===== src/rtl/zx_kbd_pkg.sv =====
// zx_kbd_pkg: shared constants, flag bit positions and receiver state
// encoding for the ZX-Spectrum serial keyboard-matrix receiver.
package zx_kbd_pkg;

    localparam int FRAME_BITS  = 48;
    localparam int MATRIX_BITS = 40;
    localparam int KBD_ROWS    = 8;
    localparam int KBD_COLS    = 5;

    // Bit positions inside KBD_FLAGS (frame bits [47:40]).
    localparam int FLAG_MAGIC     = 0;
    localparam int FLAG_TURBO     = 1;
    localparam int FLAG_PNT       = 2;
    localparam int FLAG_RESET_REQ = 3;

    // Bit counter saturates one past a full frame so that any overlong
    // frame stays distinguishable from a good one.
    localparam int CNT_SAT = FRAME_BITS + 1;

    typedef enum logic [1:0] {
        IDLE   = 2'd0,
        SHIFT  = 2'd1,
        COMMIT = 2'd2
    } kbd_state_t;

endpackage


===== src/rtl/zx_kbd_spi_sync.sv =====
// kbd_sync: multi-stage synchroniser for one asynchronous input with
// rise/fall detection. Edges are suppressed until the chain has refilled
// after reset, so a level that was already present at reset release is
// never reported as an edge.
module kbd_sync #(
    parameter int   SYNC_STAGES = 2,
    parameter logic RESET_VAL   = 1'b1
) (
    input  logic CLK_14MHZ,
    input  logic RESET,
    input  logic async_in,
    output logic sync_out,
    output logic rise,
    output logic fall
);

    logic [SYNC_STAGES-1:0] chain;
    logic                   prev;
    logic [SYNC_STAGES:0]   armed;

    // Synchroniser chain, one-cycle history for edge detect, and arming shift.
    always_ff @(posedge CLK_14MHZ) begin
        if (RESET) begin
            chain <= {SYNC_STAGES{RESET_VAL}};
            prev  <= RESET_VAL;
            armed <= '0;
        end else begin
            // NOTE: non-blocking assignments make every stage sample the
            // previous value of its neighbour; blocking ones would collapse
            // the chain into a single flop.
            chain <= {chain[SYNC_STAGES-2:0], async_in};
            prev  <= chain[SYNC_STAGES-1];
            armed <= {armed[SYNC_STAGES-1:0], 1'b1};
        end
    end

    assign sync_out = chain[SYNC_STAGES-1];
    assign rise     = armed[SYNC_STAGES] &  sync_out & ~prev;
    assign fall     = armed[SYNC_STAGES] & ~sync_out &  prev;

endmodule


===== src/rtl/zx_kbd_spi.sv =====
// zx_kbd_spi: receives 48-bit keyboard frames (8 flag bits + 8x5 key
// matrix, MSB first) over KBD_CLK/KBD_CS/KBD_DI and drives the active-low
// KD[4:0] column field of port #FE from the selected rows in A_HI.
// Optional build macro: KBD_TIMEOUT_EN -- releases all keys after
// TIMEOUT_CYCLES clocks without a valid frame.
module zx_kbd_spi
    import zx_kbd_pkg::*;
#(
    parameter int SYNC_STAGES    = 2,
    parameter int TIMEOUT_CYCLES = 1400000
) (
    input  logic       CLK_14MHZ,
    input  logic       RESET,
    input  logic       KBD_CLK,
    input  logic       KBD_CS,
    input  logic       KBD_DI,
    input  logic [7:0] A_HI,
    output logic [4:0] KD,
    output logic [7:0] KBD_FLAGS,
    output logic       FRAME_VALID,
    output logic       FRAME_ERR
);

    if (SYNC_STAGES < 2) begin : g_bad_sync
        $error("zx_kbd_spi: SYNC_STAGES must be at least 2");
    end
    if (TIMEOUT_CYCLES < 2 || TIMEOUT_CYCLES > (1 << 21)) begin : g_bad_timeout
        $error("zx_kbd_spi: TIMEOUT_CYCLES must fit the 21-bit timeout counter");
    end

    logic clk_rise;
    logic clk_unused_level;
    logic clk_unused_fall;
    logic cs_level;
    logic cs_rise;
    logic cs_fall;

    kbd_sync #(.SYNC_STAGES(SYNC_STAGES), .RESET_VAL(1'b0)) u_sync_clk (
        .CLK_14MHZ (CLK_14MHZ),
        .RESET     (RESET),
        .async_in  (KBD_CLK),
        .sync_out  (clk_unused_level),
        .rise      (clk_rise),
        .fall      (clk_unused_fall)
    );

    kbd_sync #(.SYNC_STAGES(SYNC_STAGES), .RESET_VAL(1'b1)) u_sync_cs (
        .CLK_14MHZ (CLK_14MHZ),
        .RESET     (RESET),
        .async_in  (KBD_CS),
        .sync_out  (cs_level),
        .rise      (cs_rise),
        .fall      (cs_fall)
    );

    logic [SYNC_STAGES-1:0] di_chain;
    logic                   di_sync;

    // Data line only needs level synchronisation, same depth as KBD_CLK.
    always_ff @(posedge CLK_14MHZ) begin
        if (RESET) di_chain <= '0;
        else       di_chain <= {di_chain[SYNC_STAGES-2:0], KBD_DI};
    end
    assign di_sync = di_chain[SYNC_STAGES-1];

    kbd_state_t            state;
    logic [5:0]            bit_cnt;
    logic [FRAME_BITS-1:0] shreg;
    logic [MATRIX_BITS-1:0] matrix;

    logic                  shift_en;
    logic [5:0]            cnt_upd;
    logic [FRAME_BITS-1:0] shreg_upd;
    logic                  load_frame;
    logic                  timeout_hit;

    // Shift/count first so a CS rise in the same cycle commits the updated count.
    always_comb begin
        // NOTE: every always_comb output gets a default first; a path that
        // leaves one unassigned would infer a latch.
        cnt_upd   = bit_cnt;
        shreg_upd = shreg;
        shift_en  = (state == SHIFT) && clk_rise;
        if (shift_en) begin
            shreg_upd = {shreg[FRAME_BITS-2:0], di_sync};
            if (bit_cnt < 6'(CNT_SAT)) cnt_upd = bit_cnt + 6'd1;
        end
        load_frame = (state == SHIFT) && cs_rise && (cnt_upd == 6'(FRAME_BITS));
    end

`ifdef KBD_TIMEOUT_EN
    localparam logic [20:0] TO_LAST = 21'(TIMEOUT_CYCLES - 1);
    logic [20:0] to_cnt;

    // Idle timer: restarts on every committed frame, saturates at the limit.
    always_ff @(posedge CLK_14MHZ) begin
        if (RESET)                 to_cnt <= '0;
        else if (load_frame)       to_cnt <= '0;
        else if (to_cnt != TO_LAST) to_cnt <= to_cnt + 21'd1;
    end
    assign timeout_hit = (to_cnt == TO_LAST);
`else
    assign timeout_hit = 1'b0;
`endif

    // Frame receive FSM with registered commit/error pulses and key state.
    always_ff @(posedge CLK_14MHZ) begin
        if (RESET) begin
            // NOTE: the matrix is only 40 flops and its reset value is
            // architecturally visible (all keys released), so it is reset.
            state       <= IDLE;
            bit_cnt     <= '0;
            shreg       <= '0;
            matrix      <= '0;
            KBD_FLAGS   <= '0;
            FRAME_VALID <= 1'b0;
            FRAME_ERR   <= 1'b0;
        end else begin
            FRAME_VALID <= 1'b0;
            FRAME_ERR   <= 1'b0;

            case (state)
                IDLE: begin
                    if (cs_fall) begin
                        bit_cnt <= '0;
                        shreg   <= '0;
                        state   <= SHIFT;
                    end
                end
                SHIFT: begin
                    bit_cnt <= cnt_upd;
                    shreg   <= shreg_upd;
                    if (cs_rise) begin
                        state       <= COMMIT;
                        FRAME_VALID <= load_frame;
                        FRAME_ERR   <= ~load_frame;
                    end
                end
                COMMIT: begin
                    bit_cnt <= '0;
                    shreg   <= '0;
                    state   <= cs_level ? IDLE : SHIFT;
                end
                default: state <= IDLE;
            endcase

            if (load_frame) begin
                {KBD_FLAGS, matrix} <= shreg_upd;
            end else if (timeout_hit) begin
                KBD_FLAGS <= '0;
                matrix    <= '0;
            end
        end
    end

    logic [KBD_COLS-1:0] col_hit;

    // A column reads low if any selected row has that key pressed.
    always_comb begin
        col_hit = '0;
        for (int r = 0; r < KBD_ROWS; r++) begin
            for (int c = 0; c < KBD_COLS; c++) begin
                col_hit[c] = col_hit[c] | (matrix[r*KBD_COLS + c] & ~A_HI[r]);
            end
        end
    end

    // Registered active-low column output for port #FE reads.
    always_ff @(posedge CLK_14MHZ) begin
        if (RESET) KD <= '1;
        else       KD <= ~col_hit;
    end

endmodule

===== config.mk =====
export PLATFORM = sky130hd
export DESIGN_NAME = zx_kbd_spi
export DESIGN_NICKNAME = d
export VERILOG_FILES = /design/src/rtl/zx_kbd_pkg.sv /design/src/rtl/zx_kbd_spi_sync.sv /design/src/rtl/zx_kbd_spi.sv
export SDC_FILE = /design/constraint.sdc
export NUM_CORES = 1
export LEC_CHECK = 0
export ABC_AREA = 0
export CAP_MARGIN = 5
export CORE_MARGIN = 2
export CORE_UTILIZATION = 51
export DETAILED_ROUTE_END_ITERATION = 10
export GPL_TIMING_DRIVEN = 0
export HOLD_SLACK_MARGIN = 0.05
export PLACE_DENSITY = 0.69
export SYNTH_ARGS = -nofsm -noshare
export SYNTH_HDL_FRONTEND = slang
export SYNTH_SLANG_ARGS = --single-unit

===== constraint.sdc =====
create_clock -name CLK_14MHZ -period 6.73 [get_ports CLK_14MHZ]
set_clock_uncertainty 0.1 [all_clocks]
set_input_delay 0.673 -clock CLK_14MHZ [delete_from_list [all_inputs] [get_ports CLK_14MHZ]]
set_output_delay 0.673 -clock CLK_14MHZ [all_outputs]
set_load 0.03 [all_outputs]

=== Word-level counts from Yosys, hierarchy flattened ===
Cells that the tools add are included.

* Flip-flop bits (word level): 125
* Word-level logic and storage cells: 141

* Add/sub/neg operators: 1
* $lt $le $gt $ge: 1
* Equal/unequal tests: 5
* Muxes and demuxes: 13
* Bitwise logic cells: 96
* Reduce and logical (&&, ||, !) cells: 8

{| class="wikitable"
|+ Operators with widths
! operator !! number
|-
| one-hot mux 48 bit (3 select lines) || 1
|-
| 2-to-1 mux 48 bit || 2
|-
| AND 1 bit || 46
|-
| OR 1 bit || 35
|-
| 2-to-1 mux 6 bit || 3
|-
| one-hot mux 6 bit (3 select lines) || 1
|-
| NOT 1 bit || 14
|-
| adder 6 x 1 -> 6 bit (second input constant) || 1
|-
| equality test 6 bit (second input constant) || 1
|-
| < comparator 6 bit (second input constant) || 1
|-
| one-hot mux 2 bit (3 select lines) || 1
|-
| NOT 5 bit || 1
|-
| 2-to-1 mux 2 bit || 2
|-
| inequality test 2 bit (second input constant) || 2
|-
| AND reduction 2 bit || 2
|-
| logical AND 1 bit || 3
|-
| 2-to-1 mux 1 bit || 3
|-
| nonzero test 3 bit || 1
|-
| OR reduction 3 bit || 1
|-
| equality test 2 x 1 -> 1 bit (second input constant) || 1
|-
| equality test 2 bit (second input constant) || 1
|-
| zero test 2 bit || 1
|}

=== Longest topological paths before layout ===
Gate-level depths: netlist (run 1).

* Word-level depth: 10
* Mapped depth: 8
* Mapped depth without buffers: 7

=== Hierarchy ===
From an unflattened synthesis (run 1), not the netlist that was laid out.

* Cells, all modules: 568
* Area total of the unflattened synthesis: 5555.3 µm²

{| class="wikitable"
|+ Modules (own cells, without submodules)
! module !! times used !! cells each !! area an instance (µm²)
|-
| zx_kbd_spi || 1 || 540 || 5210.0
|-
| kbd_sync || 2 || 14 || 172.7
|}

=== Worst setup path before layout (run 1) ===
Ideal clock, no wire load.

* Path kind: register to register
* Start: register bit_cnt[0]
* End: register KBD_FLAGS[0]
* Library setup time: 0.121 ns
* Data arrival time: 2.172 ns
* Slack: 4.336 ns
* Stages on the path, launching flop included: 9
* Buffers on the path: 1
* Cell sequence: dfxtp_1 -> inv_1 -> ha_1 -> or3b_4 -> a211oi_4 -> mux2_2 -> nand4_4 -> buf_6 -> mux2_4

* Word-level cells in the longest chain between the ends: 5

{| class="wikitable"
|+ RTL lines
! what !! RTL line !! RTL
|-
| start: declaration || zx_kbd_spi.sv:67 || <nowiki>logic [5:0] bit_cnt;</nowiki>
|-
| start signal: assignment || zx_kbd_spi.sv:131 || <nowiki>bit_cnt <= cnt_upd;</nowiki>
|-
| adder 6 x 1 -> 6 bit / < comparator 6 bit (equally long branches) || zx_kbd_spi.sv:86 || <nowiki>if (bit_cnt < 6'(CNT_SAT)) cnt_upd = bit_cnt + 6'd1;</nowiki>
|-
| 2-to-1 mux 6 bit || zx_kbd_spi.sv:86 ||
|-
| 2-to-1 mux 6 bit * || zx_kbd_spi.sv:84 || <nowiki>if (shift_en) begin</nowiki>
|-
| equality test 6 bit * || zx_kbd_spi.sv:88 || <nowiki>load_frame = (state == SHIFT) && cs_rise && (cnt_upd == 6'(FRAME_BITS));</nowiki>
|-
| logical AND 1 bit * || zx_kbd_spi.sv:88 ||
|-
| end signal: assignment || zx_kbd_spi.sv:148 || <nowiki>{KBD_FLAGS, matrix} <= shreg_upd;</nowiki>
|-
| end: declaration || zx_kbd_spi.sv:19 || <nowiki>output logic [7:0] KBD_FLAGS,</nowiki>
|}

Mark *: on every way between the ends. The rest lies on a longest branch, timed or not.
A chain may end at the register's enable or synchronous reset.

=== Worst setup path after layout (run 1) ===
* Start: register state[0]
* End: register matrix[18]

* Word-level cells in the longest chain between the ends: 5

{| class="wikitable"
|+ RTL lines
! what !! RTL line !! RTL
|-
| start: declaration || zx_kbd_spi.sv:66 || <nowiki>kbd_state_t state;</nowiki>
|-
| start signal: assignment || zx_kbd_spi.sv:142 || <nowiki>state <= cs_level ? IDLE : SHIFT;</nowiki>
|-
| equality test 2 x 1 -> 1 bit * || zx_kbd_spi.sv:83, zx_kbd_spi.sv:88 ||
|-
| logical AND 1 bit || zx_kbd_spi.sv:83 || <nowiki>shift_en = (state == SHIFT) && clk_rise;</nowiki>
|-
| 2-to-1 mux 6 bit || zx_kbd_spi.sv:84 ||
|-
| equality test 6 bit || zx_kbd_spi.sv:88 ||
|-
| logical AND 1 bit || zx_kbd_spi.sv:88 ||
|-
| end signal: assignment || zx_kbd_spi.sv:148 ||
|-
| end: declaration || zx_kbd_spi.sv:69 || <nowiki>logic [MATRIX_BITS-1:0] matrix;</nowiki>
|}

Marked as above.

==> out/metrics.cfg, run 1 <==
[outcome]
status=completed

[sta]
timing.final.crit_period_ps=2703
finalSetupViolCount=0
slew_violations=0
fin_hold_ws_ps=322.1
worstMarginPinSlew_ps=663.8
finalCritPeriodShare_pct=40.17
finalSetupTns_ps=0
hold_violations=0
fmax_ghz=0.3699
slew_headroom_pct=55.75
rsz0062_at_grt=false

[worst_setup_path]
cp-endpoint=matrix[18]
endpoint_kind=register
startpoint_type=register
arrival_ps=3090
critPathMaxStageDelay_ps=480
worstPathCellList=nand3b_1 -> nor2_1 -> clkbuf_1 -> buf_1 -> nand2_1 -> a21oi_1 -> mux2_4
reg2reg_from=state[0]
rrSetupSlack_ps=4030
crit_start=state[0]
rr_worst_depth=7
cpMaxStageDelayCell=buf_1
worstPathRequired_ps=7120
path_max_fanout=10
worstSetupPathType=register to register
reg2reg_to=matrix[18]

[layout]
fin_area_um2=6426
areaGrowthSynthToFinish_pct=19.14
n_antenna_cell=0
drive_gt1_share_pct=13.49
nets=699
fillCellCount=890

[synth]
ys_seq_area_share_pct=45.28
synthAdderAreaFrac_pct=0.4639
synth_edf_count=0
yosys-top-cells-area=dfxtp_1, mux2_4, nand2_1, a21oi_1, nor2_1
synthSimpleGateAreaFrac_pct=19.25
synth_top_family_by_area=simple AND/OR/NAND/NOR gates
synth_area_leader_cell=dfxtp_1
syn_inst=639
ys_ff_latch=122
synth_most_common_cell=nand2_1
synth_ff_type=dfxtp_1
synth_top_area_share_pct=45.28
syn_area_um2=5394
synth-xor-area-share_pct=0.1624
syn_nets=654
synth_compound_area_share_pct=14.68
yosys_warnings=0
yosysUniqueCellTypes=37
yosys-top-cells-count=nand2_1, dfxtp_1, a21oi_1, nor2_1, mux2_4
synthMuxAreaShare_pct=13.76
async_flop_share_pct=0
avgSynthCellArea_um2=8.441

[floorplan]
die_x_um=106.8
core_area_um2=10280
io_pins=28
die_h_um=106.8
rows=37
start_util_pct=52.48
dieArea_um2=11410

[cts]
root_buffer=clkbuf_8
clockBufferDepth=2
holdBufCountCts=0
cts_tree=done
cts_resized=0
numCtsBuffers=17
clock_latency_ps=540
cts_num_sinks=122
clkTransAtPathRegs_ps=60
h-tree-depth=4
post_cts_buffers=0

[detailed_routing]
dr.pass1.iters=5
wl_per_cell_um=15.35
drt-initial-drc-count=266
detailroute.via_count=4405
drtAntennaViolNets=0
wl_mm=12.79
vias_per_cell=5.288
drc=0

[flow_run]
cap_violations=0

[place]
dp_hpwl_mm=8.796
place_area_um2=5824
port_buffers=26
gp_congestion=0.8995

[power]
p_per_area_nw_per_um2=262.2
finalPower_mw=1.685
power.leakage_nw=2.321
peakVddDrop_uv=182.3

[global_route]
overflow=0
grt_pass1_wl_mm=21.11
antenna_found_initial=0
grt_max_degree=17
track_usage_pct=24.13
grt_pass1_vias=4268

[hold_path]
worstHoldPathType=register to register

metrics by stage:
step                setup slack (ps)  instances  utilization [%]
floorplan                       4336        639                -
global placement                4100        801            56.67
detailed placement              4095        801            56.67
CTS                             4036        833            62.53
global route                    3801        833            62.53
finish                          4027        833            62.53
how the worst min path moves through the flow:
stage                       start                  to  slack [ps]  cells past startpoint
5_1_grt        u_sync_cs.chain[0]  u_sync_cs.chain[1]         350                      1
3_3_place_gp   u_sync_cs.chain[0]  u_sync_cs.chain[1]         290                      1
2_1_floorplan  u_sync_cs.chain[0]  u_sync_cs.chain[1]         290                      1
4_1_cts        u_sync_cs.chain[0]  u_sync_cs.chain[1]         330                      1
6_report       u_sync_cs.chain[0]  u_sync_cs.chain[1]         320                      1
3_5_place_dp   u_sync_cs.chain[0]  u_sync_cs.chain[1]         320                      1
sequential cells by signal (all words and copies together) (netlist names), 2 cells and up:
| name | cells |
|---|---|
| shreg | 48 |
| di_chain | 2 |
| matrix | 40 |
| KD | 5 |
| u_sync_cs.armed | 3 |
| state | 2 |
| bit_cnt | 6 |
| u_sync_clk.chain | 2 |
| KBD_FLAGS | 8 |
| u_sync_cs.chain | 2 |
worst max-delay path: cells and delay by family, from the launching register on:
| kind | cells | cell delay, ps |
|---|---|---|
| mux | 1 | 180 |
| compound gates | 1 | 220 |
| flops | 1 | 430 |
| simple gates | 3 | 770 |
| buf+inv | 2 | 940 |
final cells by class:
class	instances	area, um2	share of cell area, %
clock buffers	20	455.4	7.087
well taps	136	170.2	2.648
inverters	44	165.2	2.570
repair buffers	26	260.3	4.050
clock inverters	12	146.4	2.278
flip-flops and latches	122	2442	38.01
multi-input cells	435	2606	40.56
plain buffers	38	180.2	2.804
cell families (layout without fill, tap and decap cells):
| kind of cell | count (synthesis) | in the layout |
|---|---|---|
| AO/OA/AOI/OAI | 140 | 140 |
| XOR/XNOR | 1 | 1 |
| multiplexers | 50 | 50 |
| AND/OR/NAND/NOR | 242 | 242 |
| flip-flops | 122 | 122 |
| buffers and inverters | 82 | 140 |
| adder cells (fa/ha/maj) | 2 | 2 |
routing by layer:
| layer | GRT usage [%] | wire, um |
|---|---|---|
| met1 | 31.22 | 5856 |
| met2 | 39.49 | 6104 |
| met3 | 5.471 | 598 |
| met4 | 8.905 | 230 |
| met5 | 0 | 0 |
where the power goes:
group          internal [mW]  switching [mW]  total, mW
registers              0.725         0.00140      0.727
logic                 0.0113          0.0275     0.0388
clock network          0.590           0.330      0.919
total                   1.33           0.358       1.69
placed cells by master (no fill, tap or decap), drive strengths merged, types with 5 or more instances in the layout:
cell	count
nor2	50
o21ai	5
clkbuf	52
a21oi	100
o41ai	6
clkinv	7
nor2b	20
buf	6
o22ai	20
mux2	49
clkdlybuf4s50	26
inv	43
nand2	147
dfxtp	122
Power figures use the tool's default switching activity.
==> run 2, diff against run 1 <==
Settings changed: PLACE_DENSITY 0.69 to 0.72.
Clock period 6.73 ns to 2.43 ns, I/O delays scaled along.
==> run 2 against run 1 <==
The run now ends with setup timing left. Via count increased by 3.2%. Cell area increased by 2.5%. Wire length increased by 2.6%. First-iteration DRC count increased by 20%. Die area unchanged. Sequential cell count unchanged. Combinational power increased to 2.8 times the previous value. Core utilization increased by 1.5 points. Sequential power increased to 2.8 times the previous value. Critical path depth increased by 2. Sequential share of layout area decreased by 0.80 points. Largest power group unchanged. Highest routed layer unchanged.
==> out/metrics.cfg, run 2 (same netlist as run 1, synthesis figures left out) <==
[floorplan]
start_util_pct=52.48  ; unchanged
dieArea_um2=11410  ; unchanged
die_h_um=106.8  ; unchanged
rows=37  ; unchanged
die_x_um=106.8  ; unchanged
core_area_um2=10280  ; unchanged
io_pins=28  ; unchanged

[sta]
fmax_ghz=0.3956  ; +6.9%
finalCritPeriodShare_pct=104.0  ; +64 points
worstMarginPinSlew_ps=626.1  ; -37.71 ps
hold_violations=0  ; unchanged
rsz0062_at_grt=true
timing.final.crit_period_ps=2528  ; -175.6 ps
setup_ws_ps=-97.84  ; -4124 ps
slew_violations=0  ; unchanged
fin_hold_ws_ps=183.9  ; -138.3 ps
finalSetupViolCount=45  ; +45
slew_headroom_pct=58.26  ; +2.5 points

[global_route]
grt_pass1_vias=4321  ; +1.2%
track_usage_pct=23.94  ; -0.19 points
grt_pass1_wl_mm=21.20  ; +0.42%
grt_max_degree=17  ; unchanged
overflow=0  ; unchanged
top_usage_layer=met2
antenna_found_initial=0  ; unchanged
use_met3_pct=5.532  ; +0.061 points
grt.met1_usage_pct=30.52  ; -0.70 points
met2_usage_pct=39.40  ; -0.091 points

[worst_setup_path]
arrival_ps=2830  ; -260 ps
critPathMaxStageDelay_ps=390  ; -90 ps
worstSetupPathType=register to register
worstPathCellList=inv_4 -> ha_4 -> or3b_4 -> a211oi_4 -> mux2_4 -> nand4_4 -> buf_6 -> clkbuf_16 -> mux2_4
path_common_cell=mux2_4
endpoint_kind=register
critPathTopFamily=multiplexers
timing.critical_path.buf_inv=3  ; +1
worstPathRequired_ps=2730  ; -4390 ps
cpMaxStageDelayCell=or3b_4
path_max_fanout=6  ; -4
startpoint_type=register

[outcome]
status=complete, but fails checks
violations=setup timing

[hold_path]
worstHoldPathType=input port to register

[cts]
holdBufCountCts=0  ; unchanged
numCtsBuffers=17  ; unchanged
clock_latency_ps=520  ; -20 ps
cts_num_sinks=122  ; unchanged
h-tree-depth=4  ; unchanged
clockBufferDepth=2  ; unchanged
root_buffer=clkbuf_8
cts_tree=done
clkTransAtPathRegs_ps=50  ; about the same

[detailed_routing]
drtAntennaViolNets=0  ; unchanged
wl_mm=13.12  ; +2.6%
wl_per_cell_um=15.60  ; +1.6%
drt-initial-drc-count=319  ; +20%
drc=0  ; unchanged
dr.pass1.iters=6  ; +1
detailroute.via_count=4547  ; +3.2%
vias_per_cell=5.407  ; +2.2%

[layout]
top_register=shreg
fillCellCount=872  ; -2.0%
top_regs=shreg: 48 flops, matrix: 40 flops, KBD_FLAGS: 8 flops
largest_reg_flops=48  ; unchanged
nets=708  ; +1.3%
drive_gt1_share_pct=16.17  ; +2.7 points
final_common_cell=nand2_1
areaGrowthSynthToFinish_pct=22.06
final_cell_mix=nand2_1, dfxtp_1, a21oi_1, nor2_1, mux2_4
n_antenna_cell=0  ; unchanged

[power]
p_per_area_nw_per_um2=694.1  ; +160%
finalPower_mw=4.570  ; +170%
power.leakage_nw=2.424  ; +4.5%
peakVddDrop_uv=406.7  ; +120%

[place]
port_buffers=26  ; unchanged
gp_congestion=0.8990  ; about the same
dp_hpwl_mm=9.002  ; +2.3%

[flow_run]
cap_violations=0  ; unchanged

-- run 2: changes by cell type in the layout (fill, tap and decap cells not counted), sizes merged --
cell      before  now
clkbuf        52   57
buf            6   13
clkinvlp       3    0
clkinv         7    6
-- run 2: area by class of cell --
class	count	area, um2	area share [%]
buffer	34	153.9	2.338
clock buffer	23	456.7	6.937
clock inverter	8	118.9	1.805
inverter	44	170.2	2.585
multi-input combinational	435	2638	40.06
sequential	122	2450	37.21
tap	136	170.2	2.585
timing repair buffer	39	426.7	6.480
-- run 2: stage by stage --
stage               instances  worst slack (ps)  utilization (%)  cell area, um2  setup TNS (ps)
finish                    841            -97.84            64.06            6584           -2134
global route              841            -141.2            64.06            6584           -4368
CTS                       840            -54.44            63.83            6560           -1754
detailed placement        801            -182.8            56.67            5824           -9767
global placement          801            -131.2            56.67            5824           -6561
floorplan                 639             36.31                -            5394               0
-- run 2: per-layer routing --
layer | up-vias | wire length, um | share of wire, %
li1 | 2233 | - | -
met1 | 2143 | 5799 | 44
met2 | 148 | 6350 | 48
met3 | 23 | 759 | 5.8
met4 | 0 | 210 | 1.6
met5 | - | 0 | 0
-- run 2: worst paths after layout --
kind | startpoint | end | slack [ps] | cells past startpoint
min reg2reg | u_sync_cs.chain[0] | u_sync_cs.chain[1] | 310 | 1
min | KBD_CLK | u_sync_clk.chain[0] | 180 | 2
max reg2reg | bit_cnt[0] | KBD_FLAGS[7] | -100 | 9
max | bit_cnt[0] | KBD_FLAGS[7] | -100 | 9
-- run 2: what timing repair did --
item,in CTS,in global routing
pin swaps,1,2
gates cloned,1,1
gates resized for setup,24,18
setup endpoints to repair,68,65
buffers inserted,7,4
hold endpoints to repair,0,0
-- run 2: power by group --
| group | internal [mW] | total [mW] | switching, mW |
|---|---|---|---|
| registers | 2.01 | 2.01 | 0.00397 |
| clock network | 1.60 | 2.45 | 0.847 |
| logic | 0.0315 | 0.107 | 0.0754 |
| total | 3.64 | 4.57 | 0.927 |
==> run 3, diff against run 2 <==
Settings changed: SETUP_SLACK_MARGIN set to 0.15, TNS_END_PERCENT set to 30.
==> run 3 against run 2 <==
The run still ends with setup timing left. Critical path depth did not move. Global-route usage grew 0.078 points. Sequential cell count stayed put. Cell count down 0.59%. Sequential power about the same. Combinational power about the same. First-iteration DRC count is 18% lower. Worst setup slack better by 74 ps. Core utilization increased by 0.37 points. Register-to-register slack better by 70 ps. Non-clock buffer count decreased by 6. Clock-buffer cell count shrank 2.
==> out/metrics.cfg, run 3 (same netlist as run 1, synthesis figures left out) <==
[outcome]
violations=setup timing
status=complete, but fails checks

[worst_setup_path]
arrival_ps=2770  ; -60 ps
critPathMaxStageDelay_ps=390  ; about the same
endpoint_kind=register
cpMaxStageDelayCell=or3b_4
worstSetupPathType=register to register
startpoint_type=register
timing.critical_path.buf_inv=3  ; unchanged
worstPathCellList=inv_2 -> ha_1 -> or3b_4 -> a211oi_4 -> mux2_4 -> nand4_4 -> buf_12 -> buf_12 -> mux2_4
path_max_fanout=10  ; +4
worstPathRequired_ps=2740  ; about the same
crit_start=bit_cnt[0]
reg2reg_from=bit_cnt[0]
critPathTopFamily=multiplexers

[layout]
areaGrowthSynthToFinish_pct=22.76
drive_gt1_share_pct=15.14  ; -1.0 points
final_cell_mix=nand2_1, dfxtp_1, a21oi_1, nor2_1, mux2_4
nets=702  ; -0.85%
final_common_cell=nand2_1
seqCellArea_um2=2445  ; -0.20%
largest_reg_flops=48  ; unchanged
top_regs=shreg: 48 flops, matrix: 40 flops, KBD_FLAGS: 8 flops
final_core_util_pct=64.43  ; +0.37 points
n_antenna_cell=0  ; unchanged
fillCellCount=828  ; -5.0%
multi_input_area_um2=2616  ; -0.81%
top_register=shreg

[floorplan]
die_h_um=106.8  ; unchanged
die_x_um=106.8  ; unchanged
dieArea_um2=11410  ; unchanged
rows=37  ; unchanged
io_pins=28  ; unchanged
start_util_pct=52.48  ; unchanged
core_area_um2=10280  ; unchanged

[detailed_routing]
dr.pass1.iters=5  ; -1
drc=0  ; unchanged
wl_per_cell_um=15.62  ; +0.15%
drtAntennaViolNets=0  ; unchanged
drt-initial-drc-count=262  ; -18%
vias_per_cell=5.344  ; -1.1%
wl_mm=13.06  ; -0.44%
detailroute.via_count=4468  ; -1.7%

[global_route]
grt_max_degree=17  ; unchanged
antenna_found_initial=0  ; unchanged
grt_pass1_wl_mm=21.22  ; +0.13%
overflow=0  ; unchanged
grt_pass1_vias=4243  ; -1.8%
track_usage_pct=24.02  ; +0.078 points

[sta]
slew_headroom_pct=55.63  ; -2.6 points
timing.final.crit_period_ps=2454  ; -73.66 ps
fmax_ghz=0.4075  ; +3.0%
worstMarginPinSlew_ps=665.6  ; +39.49 ps
finalSetupViolCount=45  ; unchanged
finalCritPeriodShare_pct=101.0  ; -3.0 points
rsz0062_at_grt=true
hold_violations=0  ; unchanged
slew_violations=0  ; unchanged
setup_ws_ps=-24.18  ; +73.66 ps

[place]
dp_hpwl_mm=8.896  ; -1.2%
port_buffers=26  ; unchanged
gp_congestion=0.8749  ; -2.7%

[hold_path]
worstHoldPathType=input port to register
min_from=KBD_CS

[power]
clkPwrFrac_pct=58.4  ; +4.8 points
pwr-share-seq_pct=39.5  ; -4.5 points
peakVddDrop_uv=406.1  ; -0.15%
finalPower_mw=5.099  ; +12%
power.leakage_nw=2.432  ; +0.33%
comb_power_share_pct=2.1  ; -0.2 points
p_sw_share_pct=19.60  ; -0.68 points
power.switching_mw=0.9991  ; +7.8%
p_per_area_nw_per_um2=770.1  ; +11%
internal-power_mw=4.100  ; +13%

[cts]
h-tree-depth=4  ; unchanged
clockBufferDepth=2  ; unchanged
root_buffer=clkbuf_8
cts_num_sinks=122  ; unchanged
numCtsBuffers=17  ; unchanged
clock_latency_ps=530  ; about the same
cts_tree=done
clkTransAtPathRegs_ps=60  ; about the same

[flow_run]
cap_violations=0  ; unchanged

==> run 3: cell types whose count changed in the layout (fill, tap and decap cells not counted), sizes merged <==
cell | before | now
clkbuf | 57 | 53
clkinvlp | 0 | 2
bufinv | 3 | 7
clkinv | 6 | 3
buf | 13 | 9
==> run 3: layout make-up <==
type                       count  area share, %
clock buffer                  21          6.935
clock inverter                11          3.609
timing repair buffer          29          4.460
multi-input combinational    435          39.51
inverter                      44          2.494
buffer                        38          3.496
tap                          136          2.570
sequential                   122          36.92
==> run 3: timing repair <==
item                       in CTS  in global routing
pin swaps                       1                  2
hold buffers                    0                  0
setup endpoints to repair      69                 70
buffers inserted                2                  1
gates resized for setup         8                  9
==> run 3: final timing paths <==
check / to / slack, ps / depth (start not counted)
hold reg to reg: u_sync_cs.chain[1] / 310 / 1
hold / removal: u_sync_cs.chain[0] / 170 / 2
setup / recovery: matrix[23] / -20 / 9
setup reg to reg: matrix[23] / -20 / 9
==> run 3: per-layer routing <==
layer / part of all wire, % / track usage (%) / up-vias
met4: 1.6 / 9.184 / 0
met2: 48 / 39.81 / 139
met3: 5.0 / 5.410 / 17
li1: - / - / 2223
met5: 0 / 0 / -
met1: 46 / 30.52 / 2089
==> run 3: metrics by stage <==
step,hold WS [ps],worst slack [ps],instances,area (um2),setup TNS (ps)
2_1_floorplan,246.8,120.8,639,5418,0
6_report,172.5,-24.18,836,6621,-369.1
5_1_grt,169.1,-86.88,836,6621,-3455
3_3_place_gp,293.9,-70.70,801,5848,-1287
3_5_place_dp,303.6,-107.3,801,5848,-2852
4_1_cts,161.7,-42.47,835,6579,-1514
==> run 3: power groups by stage <==
stage	combinational [mW]	sequential (mW)	clock, mW
after global routing	0.116	2.01	3.07
final	0.109	2.01	2.98
after floorplan	0.0528	2.05	0
after CTS	0.108	2.01	2.98
after detailed placement	0.107	2.06	0
after global placement	0.106	2.06	0
